--- src/rtl/risc_pkg.sv ---
// Shared definitions for the RISC loader: opcode set, memory geometry,
// image length limits and the loader state encoding.
package risc_pkg;

    typedef enum logic [2:0] {
        HLT = 3'd0,
        SKZ = 3'd1,
        ADD = 3'd2,
        AND = 3'd3,
        XOR = 3'd4,
        LDA = 3'd5,
        STO = 3'd6,
        JMP = 3'd7
    } opcode_t;

    localparam int MEM_DEPTH = 32;
    localparam int ADDR_W    = 5;
    localparam int DATA_W    = 8;
    localparam int LEN_W     = 6;

    localparam logic [2:0] S_IDLE = 3'd0;
    localparam logic [2:0] S_LOAD = 3'd1;
    localparam logic [2:0] S_CRST = 3'd2;
    localparam logic [2:0] S_RUN  = 3'd3;
    localparam logic [2:0] S_FIN  = 3'd4;

    // An image must hold at least one byte and fit in the core memory.
    function automatic logic len_valid(input logic [LEN_W-1:0] l);
        return (l != '0) && (l <= LEN_W'(MEM_DEPTH));
    endfunction

endpackage

--- src/rtl/sat_counter.sv ---
// Up-counter with synchronous clear and enable that sticks at its maximum value.
module sat_counter #(
    parameter int WIDTH = 16
) (
    input  logic             clk,
    input  logic             rst,
    input  logic             clr,
    input  logic             en,
    output logic [WIDTH-1:0] count
);

    always_ff @(posedge clk) begin
        if (rst || clr) begin
            count <= '0;
        end else if (en && (count != '1)) begin
            count <= count + WIDTH'(1);
        end
    end

endmodule

--- src/rtl/risc_loader.sv ---
// Loads a byte image into the RISC core memory, releases the core from reset
// and supervises the run until halt or timeout.
module risc_loader
    import risc_pkg::*;
#(
    parameter int unsigned TIMEOUT_CYCLES = 1000
) (
    input  logic              clk,
    input  logic              rst,
    input  logic              start,
    input  logic [LEN_W-1:0]  len,
    input  logic              in_valid,
    output logic              in_ready,
    input  logic [DATA_W-1:0] in_data,
    output logic              mem_we,
    output logic [ADDR_W-1:0] mem_addr,
    output logic [DATA_W-1:0] mem_wdata,
    output logic              cpu_rst,
    input  logic              cpu_halt,
    output logic              busy,
    output logic              done,
    output logic              timeout,
    output logic              err,
    output logic [15:0]       cycles
);

    localparam logic [31:0] TIMEOUT_LIM = 32'(TIMEOUT_CYCLES);

    logic [2:0]        state;
    logic [ADDR_W-1:0] ptr;
    logic [LEN_W-1:0]  len_q;
    logic              can_start;
    logic              start_ok;
    logic              xfer;
    logic              last_beat;
    logic              run_step;
    logic              hit_limit;

    assign can_start = start && ((state == S_IDLE) || (state == S_FIN));
    assign start_ok  = can_start && len_valid(len);
    assign xfer      = (state == S_LOAD) && in_valid;
    assign last_beat = xfer && ({1'b0, ptr} == (len_q - LEN_W'(1)));
    assign run_step  = (state == S_RUN) && !cpu_halt;
    // The run ends on the edge that brings cycles up to the limit.
    assign hit_limit = run_step && (({16'd0, cycles} + 32'd1) >= TIMEOUT_LIM);

    assign in_ready  = (state == S_LOAD);
    assign mem_we    = xfer;
    assign mem_addr  = ptr;
    assign mem_wdata = in_data;
    assign cpu_rst   = (state == S_IDLE) || (state == S_LOAD) || (state == S_CRST);
    assign busy      = (state == S_LOAD) || (state == S_CRST) || (state == S_RUN);

    always_ff @(posedge clk) begin
        if (rst) begin
            state   <= S_IDLE;
            ptr     <= '0;
            len_q   <= '0;
            done    <= 1'b0;
            timeout <= 1'b0;
            err     <= 1'b0;
        end else begin
            case (state)
                S_IDLE, S_FIN: begin
                    if (start_ok) begin
                        done    <= 1'b0;
                        timeout <= 1'b0;
                        err     <= 1'b0;
                        ptr     <= '0;
                        len_q   <= len;
                        state   <= S_LOAD;
                    end else if (can_start) begin
                        err   <= 1'b1;
                        state <= S_IDLE;
                    end
                end
                S_LOAD: begin
                    if (xfer) begin
                        ptr <= ptr + ADDR_W'(1);
                        if (last_beat) begin
                            state <= S_CRST;
                        end
                    end
                end
                S_CRST: begin
                    state <= S_RUN;
                end
                S_RUN: begin
                    if (cpu_halt) begin
                        done  <= 1'b1;
                        state <= S_FIN;
                    end else if (hit_limit) begin
                        timeout <= 1'b1;
                        done    <= 1'b1;
                        state   <= S_FIN;
                    end
                end
                default: begin
                    state <= S_IDLE;
                end
            endcase
        end
    end

    sat_counter #(
        .WIDTH(16)
    ) u_cycles (
        .clk   (clk),
        .rst   (rst),
        .clr   (start_ok),
        .en    (run_step),
        .count (cycles)
    );

endmodule

--- config.mk ---
export PLATFORM = sky130hd
export DESIGN_NAME = risc_loader
export DESIGN_NICKNAME = d
export VERILOG_FILES = /design/src/rtl/risc_pkg.sv /design/src/rtl/sat_counter.sv /design/src/rtl/risc_loader.sv
export SDC_FILE = /design/constraint.sdc
export NUM_CORES = 1
export LEC_CHECK = 0
export BUFFER_PORTS_ARGS = -buffer_cell sky130_fd_sc_hd__buf_2
export CAP_MARGIN = 30
export CELL_PAD_IN_SITES_DETAIL_PLACEMENT = 1
export CELL_PAD_IN_SITES_GLOBAL_PLACEMENT = 2
export CORE_MARGIN = 5
export CORE_UTILIZATION = 30
export CTS_CLUSTER_SIZE = 8
export DETAILED_ROUTE_END_ITERATION = 7
export PLACE_DENSITY_LB_ADDON = 0.1
export SLEW_MARGIN = 20
export SYNTH_ARGS = -nofsm -noshare
export SYNTH_HDL_FRONTEND = slang
export SYNTH_SLANG_ARGS = --single-unit
--- constraint.sdc ---
create_clock -name clk -period 3.08 [get_ports clk]
set_input_delay 0.924 -clock clk [delete_from_list [all_inputs] [get_ports clk]]
set_output_delay 0.924 -clock clk [all_outputs]
set_load 0.02 [all_outputs]
== Word-level counts from Yosys, hierarchy flattened ==
Index checks and enable logic that the tools add are counted.

* Bitwise gates (word level): 0
* Shift-type cells: 0
* Order comparisons: 2
* Muxes and demuxes: 18
* Divide/modulo/power cells: 0
* Add/sub/neg operators: 4
* Equal/unequal tests: 13
* $mul: 0
* Reductions and logical operators: 27

{| class="wikitable"
|+ Operator list
! cell !! count
|-
| 2-to-1 mux 3 bit || 6
|-
| adder 16 x 1 -> 17 bit (second input constant) || 1
|-
| >= comparator 17 x 10 -> 1 bit (second input constant) || 1
|-
| adder 16 x 1 -> 16 bit (second input constant) || 1
|-
| != test 16 bit (second input constant) || 1
|-
| case mux 3 bit (4 select lines) || 1
|-
| 2-to-1 mux 5 bit || 2
|-
| case mux 5 bit (2 select lines) || 1
|-
| logical AND 1 bit || 8
|-
| AND reduction 4 bit || 2
|-
| == test 3 x 2 -> 1 bit (second input constant) || 2
|-
| == test 5 x 6 -> 1 bit || 1
|-
| <= comparator 6 bit (second input constant) || 1
|-
| logical OR 1 bit || 6
|-
| 2-to-1 mux 1 bit || 6
|-
| != test 2 x 1 -> 1 bit (second input constant) || 3
|-
| AND reduction 3 bit || 2
|-
| nonzero test 2 bit || 3
|-
| nonzero test 6 bit || 1
|-
| subtractor 6 x 1 -> 6 bit (second input constant) || 1
|-
| adder 5 x 1 -> 5 bit (second input constant) || 1
|-
| != test 2 bit (second input constant) || 2
|-
| case mux 1 bit (2 select lines) || 2
|-
| AND reduction 2 bit || 2
|-
| other kinds (7) || 7
|}

* Memories: 0
* Flip-flop bits (word level): 33
* Bits in latches: 0
* Output and inout bits: 36
* Word-level logic and storage cells: 71
* ROM bits: 0
* Bits in writable memories: 0

== Longest topological paths before layout ==
* Depth after elaboration: 6
* Gate-level depth with buffers: 8

== By module ==
A second synthesis with hierarchy kept.

* Cells, all modules: 212
* Area, all modules: 1844.3 µm²

{| class="wikitable"
|+ By module, submodules not included
! module !! cells each !! seq. area each (µm²) !! instances !! area each (µm²)
|-
| risc_loader || 117 || 340.3 || 1 || 997.2
|-
| sat_counter || 95 || 320.3 || 1 || 847.1
|}

== Worst setup path after synthesis ==
Ideal clock, no wire load.

* Path kind: input to register
* From: input port len[0]
* To: register u_cycles.count[4]
* Setup slack: 601 ps
* Setup time: 64 ps
* Stages on the path: 7
* Data arrival time: 2415 ps
* Cell sequence: or4_4 > or3_4 > nand3_4 > nand2b_1 > buf_2 > buf_6 > nor2_1

* Longest elaborated chain between the ends: 4
* Elaborated cells on any way between the ends: 5

{| class="wikitable"
|+ Ends and longest elaborated chain
! element !! line !! text
|-
| start, declared || risc_loader.sv:11 || <nowiki>input logic [LEN_W-1:0] len,</nowiki>
|-
| <= comparator 6 bit / nonzero test 6 bit (equally long branches) || risc_pkg.sv:29 || <nowiki>return (l != '0) && (l <= LEN_W'(MEM_DEPTH));</nowiki>
|-
| logical AND 1 bit (*) || risc_pkg.sv:29 ||
|-
| logical AND 1 bit (*) || risc_loader.sv:40 || <nowiki>assign start_ok = can_start && len_valid(len);</nowiki>
|-
| logical OR 1 bit (*) || sat_counter.sv:13 || <nowiki>if (rst || clr) begin</nowiki>
|-
| end signal, assigned || sat_counter.sv:16 || <nowiki>count <= count + WIDTH'(1);</nowiki>
|-
| end, declared || sat_counter.sv:9 || <nowiki>output logic [WIDTH-1:0] count</nowiki>
|}

Mark *: on every way between the ends. The rest lies on a longest branch, timed or not.
A chain may end at the register's enable or synchronous reset.

== Final worst setup path ==
* From: register state[0]
* To: output port mem_we

* Longest elaborated chain between the ends: 2

{| class="wikitable"
|+ Ends and longest elaborated chain
! element !! line !! text
|-
| start, declared || risc_loader.sv:29 || <nowiki>logic [2:0] state;</nowiki>
|-
| start signal, assigned || risc_loader.sv:56 || <nowiki>state <= S_IDLE;</nowiki>
|-
| start signal, assigned || risc_loader.sv:71 || <nowiki>state <= S_LOAD;</nowiki>
|-
| start signal, assigned || risc_loader.sv:74 || <nowiki>state <= S_IDLE;</nowiki>
|-
| == test 3 x 1 -> 1 bit || risc_loader.sv:41 || <nowiki>assign xfer = (state == S_LOAD) && in_valid;</nowiki>
|-
| logical AND 1 bit || risc_loader.sv:41 ||
|-
| end, declared || risc_loader.sv:15 || <nowiki>output logic mem_we,</nowiki>
|}

Every way passes these cells.

==> impl_metrics.env <==
export IMPL_synth_top_family_by_area="simple AND/OR/NAND/NOR gates"
export IMPL_ff2ff_path_depth=6
export IMPL_fin_total_pwr_uw=910
export IMPL_fin_nets=299
export IMPL_synthAdderAreaFrac_pct=1.83
export IMPL_powerDensity_nw_per_um2=386
export IMPL_coreArea_um2=6720
export IMPL_die_width_um=92.8
export IMPL_synth_compound_area_share_pct=17.5
export IMPL_grt_max_degree=19
export IMPL_synth_area_um2=2050
export IMPL_placed_cells=350
export IMPL_fin_skew_ps=6.71
export IMPL_floorplan_initialDensity_pct=30.6
export IMPL_synth_fp_nets=269
export IMPL_wl_per_cell_um=16.4
export IMPL_cts_htree_levels=2
export IMPL_fmax_ghz=0.393
export IMPL_synth_mux_area_share_pct=4.38
export IMPL_synth_seq_area_share_pct=32.2
export IMPL_die_h_um=92.8
export IMPL_io_pin_count=55
export IMPL_final_cell_area_um2=2360
export IMPL_peakVddDrop_v=0.000193
export IMPL_cp_max_fo=8
export IMPL_cts_hold_fix_buffers=0
export IMPL_endpoint_kind="primary output"
export IMPL_dp_hpwl_um=4350
export IMPL_ys_types=53
export IMPL_yosys_area_share_simple_pct=26.7
export IMPL_status="complete, no violations"
export IMPL_grt_pass1_vias=1947
export IMPL_critPathRequiredTime_ps=2160
export IMPL_fp_row_count=30
export IMPL_fin_crit_ps=2550
export IMPL_clk_pin_slew_ps=70
export IMPL_ctsRootBufferMaster="clkbuf_8"
export IMPL_drt_first_pass_iters=4
export IMPL_instances_no_fill=358
export IMPL_hp_class="reg2reg"
export IMPL_synth_xor_xnor_area_share_pct=9.38
export IMPL_slew_headroom_pct=58.9
export IMPL_clk_latency_ps=290
export IMPL_min_period_over_period_pct=82.7
export IMPL_avgSynthCellArea_um2=8.32
export IMPL_postCtsSetupRepairBufs=0
export IMPL_cts_resized=0
export IMPL_hold_violations=0
export IMPL_via_per_inst=5.22
export IMPL_gp_congestion=0.755
export IMPL_synthFlopType="dfxtp_1"
export IMPL_diodes=0
export IMPL_clock_path_buffers=2
export IMPL_drt_total_wl_um=5860
export IMPL_antenna_found_initial=0
export IMPL_grt_pass1_wl_um=9910
export IMPL_worst_pin_slew_ps=615
export IMPL_rsz0062_at_grt="false"
export IMPL_setup_tns_ps=0
export IMPL_die_area_um2=8600
export IMPL_cts_sinks=33
export IMPL_ys_warn_count=0
export IMPL_start_kind="register"
export IMPL_leakage_uw=0.000918
export IMPL_portBuffers=38
export IMPL_cts_tree="yes"
export IMPL_final_setup_viol_count=0
export IMPL_maxCapViolCount=0
export IMPL_maxSlewViolCount=0
export IMPL_grt_overflow_total=0
export IMPL_critPathArrivalTime_ps=1620
export IMPL_cts_made_buffers=5
export IMPL_track_usage_pct=14.4
export IMPL_holdPathStages=2
export IMPL_synthArstFlopShare_pct=0
export IMPL_vias=1867
export IMPL_placed_cell_area_um2=2280
export IMPL_ant_nets=0
export IMPL_synth_cells=247
export IMPL_drt_initial_drc_count=43
export IMPL_drive_above_1_share_pct=21.6
export IMPL_synth_edff_count=0
export IMPL_crit_type="reg2out"
export IMPL_drc=0
export IMPL_ys_ff_latch=33
export IMPL_area_delta_synth_final_pct=14.7
==> worst max-delay path, stage by stage (launching register included) <==
cell and delay (ps):
dfxtp_1 500, nor3b_1 220, buf_4 150, and2_1 250
buf_2 210
==> power breakdown <==
group	internal, uW	switching, uW
Clock	161	168
Combinational	55.9	71.9
Sequential	437	16.1
==> cells in the mapped netlist (5+ instances only) <==
cell,count,area [um^2]
xor2_1,12,105
nor2_1,29,109
dfxtp_1,33,661
buf_2,9,45.0
or3_1,5,31.3
nand3_1,9,45.0
clkbuf_1,6,22.5
xnor2_1,10,87.6
buf_4,8,60.1
nand2_1,14,52.6
mux2i_1,9,90.1
a21oi_1,10,50.1
o21ai_0,12,60.1
inv_1,6,22.5
nor3_1,8,40.0
==> cell families (layout without fill, tap and decap cells) <==
kind of cell	Yosys count	count (layout)
AND/OR/NAND/NOR	100	100
AO/OA/AOI/OAI	49	49
flip-flops	33	33
buffers and inverters	31	62
XOR/XNOR	22	22
multiplexers	9	9
adder cells (fa/ha/maj)	3	3
==> stage by stage <==
| stage | hold WS (ps) | utilization, % | setup slack, ps |
|---|---|---|---|
| after floorplan | 480 | - | 601 |
| after global placement | 435 | 33.9 | 432 |
| after detailed placement | 447 | 33.9 | 393 |
| after CTS | 466 | 35.1 | 507 |
| after global routing | 508 | 35.1 | 432 |
| final | 460 | 35.1 | 534 |
==> registers in the layout, summed over array words and instances (netlist names) <==
register and count:
u_cycles.count 16, len_q 6, state 3, done 1
mem_addr 5, timeout 1, err 1
==> worst paths after layout <==
check / startpoint / endpoint / slack (ps)
setup / recovery: state[0]$_SDFFE_PP0P_ / mem_we / 530
hold / removal: done$_SDFFE_PP0P_ / done$_SDFFE_PP0P_ / 460
setup reg to reg: u_cycles.count[8]$_SDFFE_PP0P_ / state[1]$_SDFFE_PP0P_ / 980
hold reg to reg: done$_SDFFE_PP0P_ / done$_SDFFE_PP0P_ / 460
==> cell type report <==
type / instances / area, um^2
clock buffer: 8 / 80.1
fill: 849 / 4360
inverter: 6 / 22.5
multi-input combinational: 183 / 1230
sequential: 33 / 661
tap: 80 / 100
timing repair buffer: 48 / 265
==> cell usage in the layout (no fill, tap or decap), types with 3 or more instances in the layout <==
| master | instances |
|---|---|
| o2111ai_1 | 3 |
| nor4b_1 | 3 |
| inv_1 | 6 |
| xor2_1 | 12 |
| nand3_1 | 9 |
| ha_1 | 3 |
| clkbuf_1 | 3 |
| clkbuf_8 | 5 |
| nor3_1 | 8 |
| nand4_1 | 4 |
| nor4_1 | 3 |
| or4_1 | 3 |
| o21ai_0 | 12 |
| and2_1 | 4 |
| mux2i_1 | 9 |
| nand3b_1 | 3 |
| or3_1 | 5 |
| nor2_1 | 29 |
| dfxtp_1 | 33 |
| buf_4 | 10 |
| nor3b_1 | 3 |
| xnor2_1 | 10 |
| nand2_1 | 14 |
| a21oi_1 | 10 |
| o31ai_1 | 4 |
| buf_2 | 38 |
==> metal layers <==
metal	GRT usage [%]	vias up	wire length, um
met5	0	-	0
met4	3.30	0	55
met3	3.33	6	247
met2	25.6	36	2980
met1	17.5	891	2580
li1	-	934	-
Note: power is estimated with default switching activity, not from simulation.
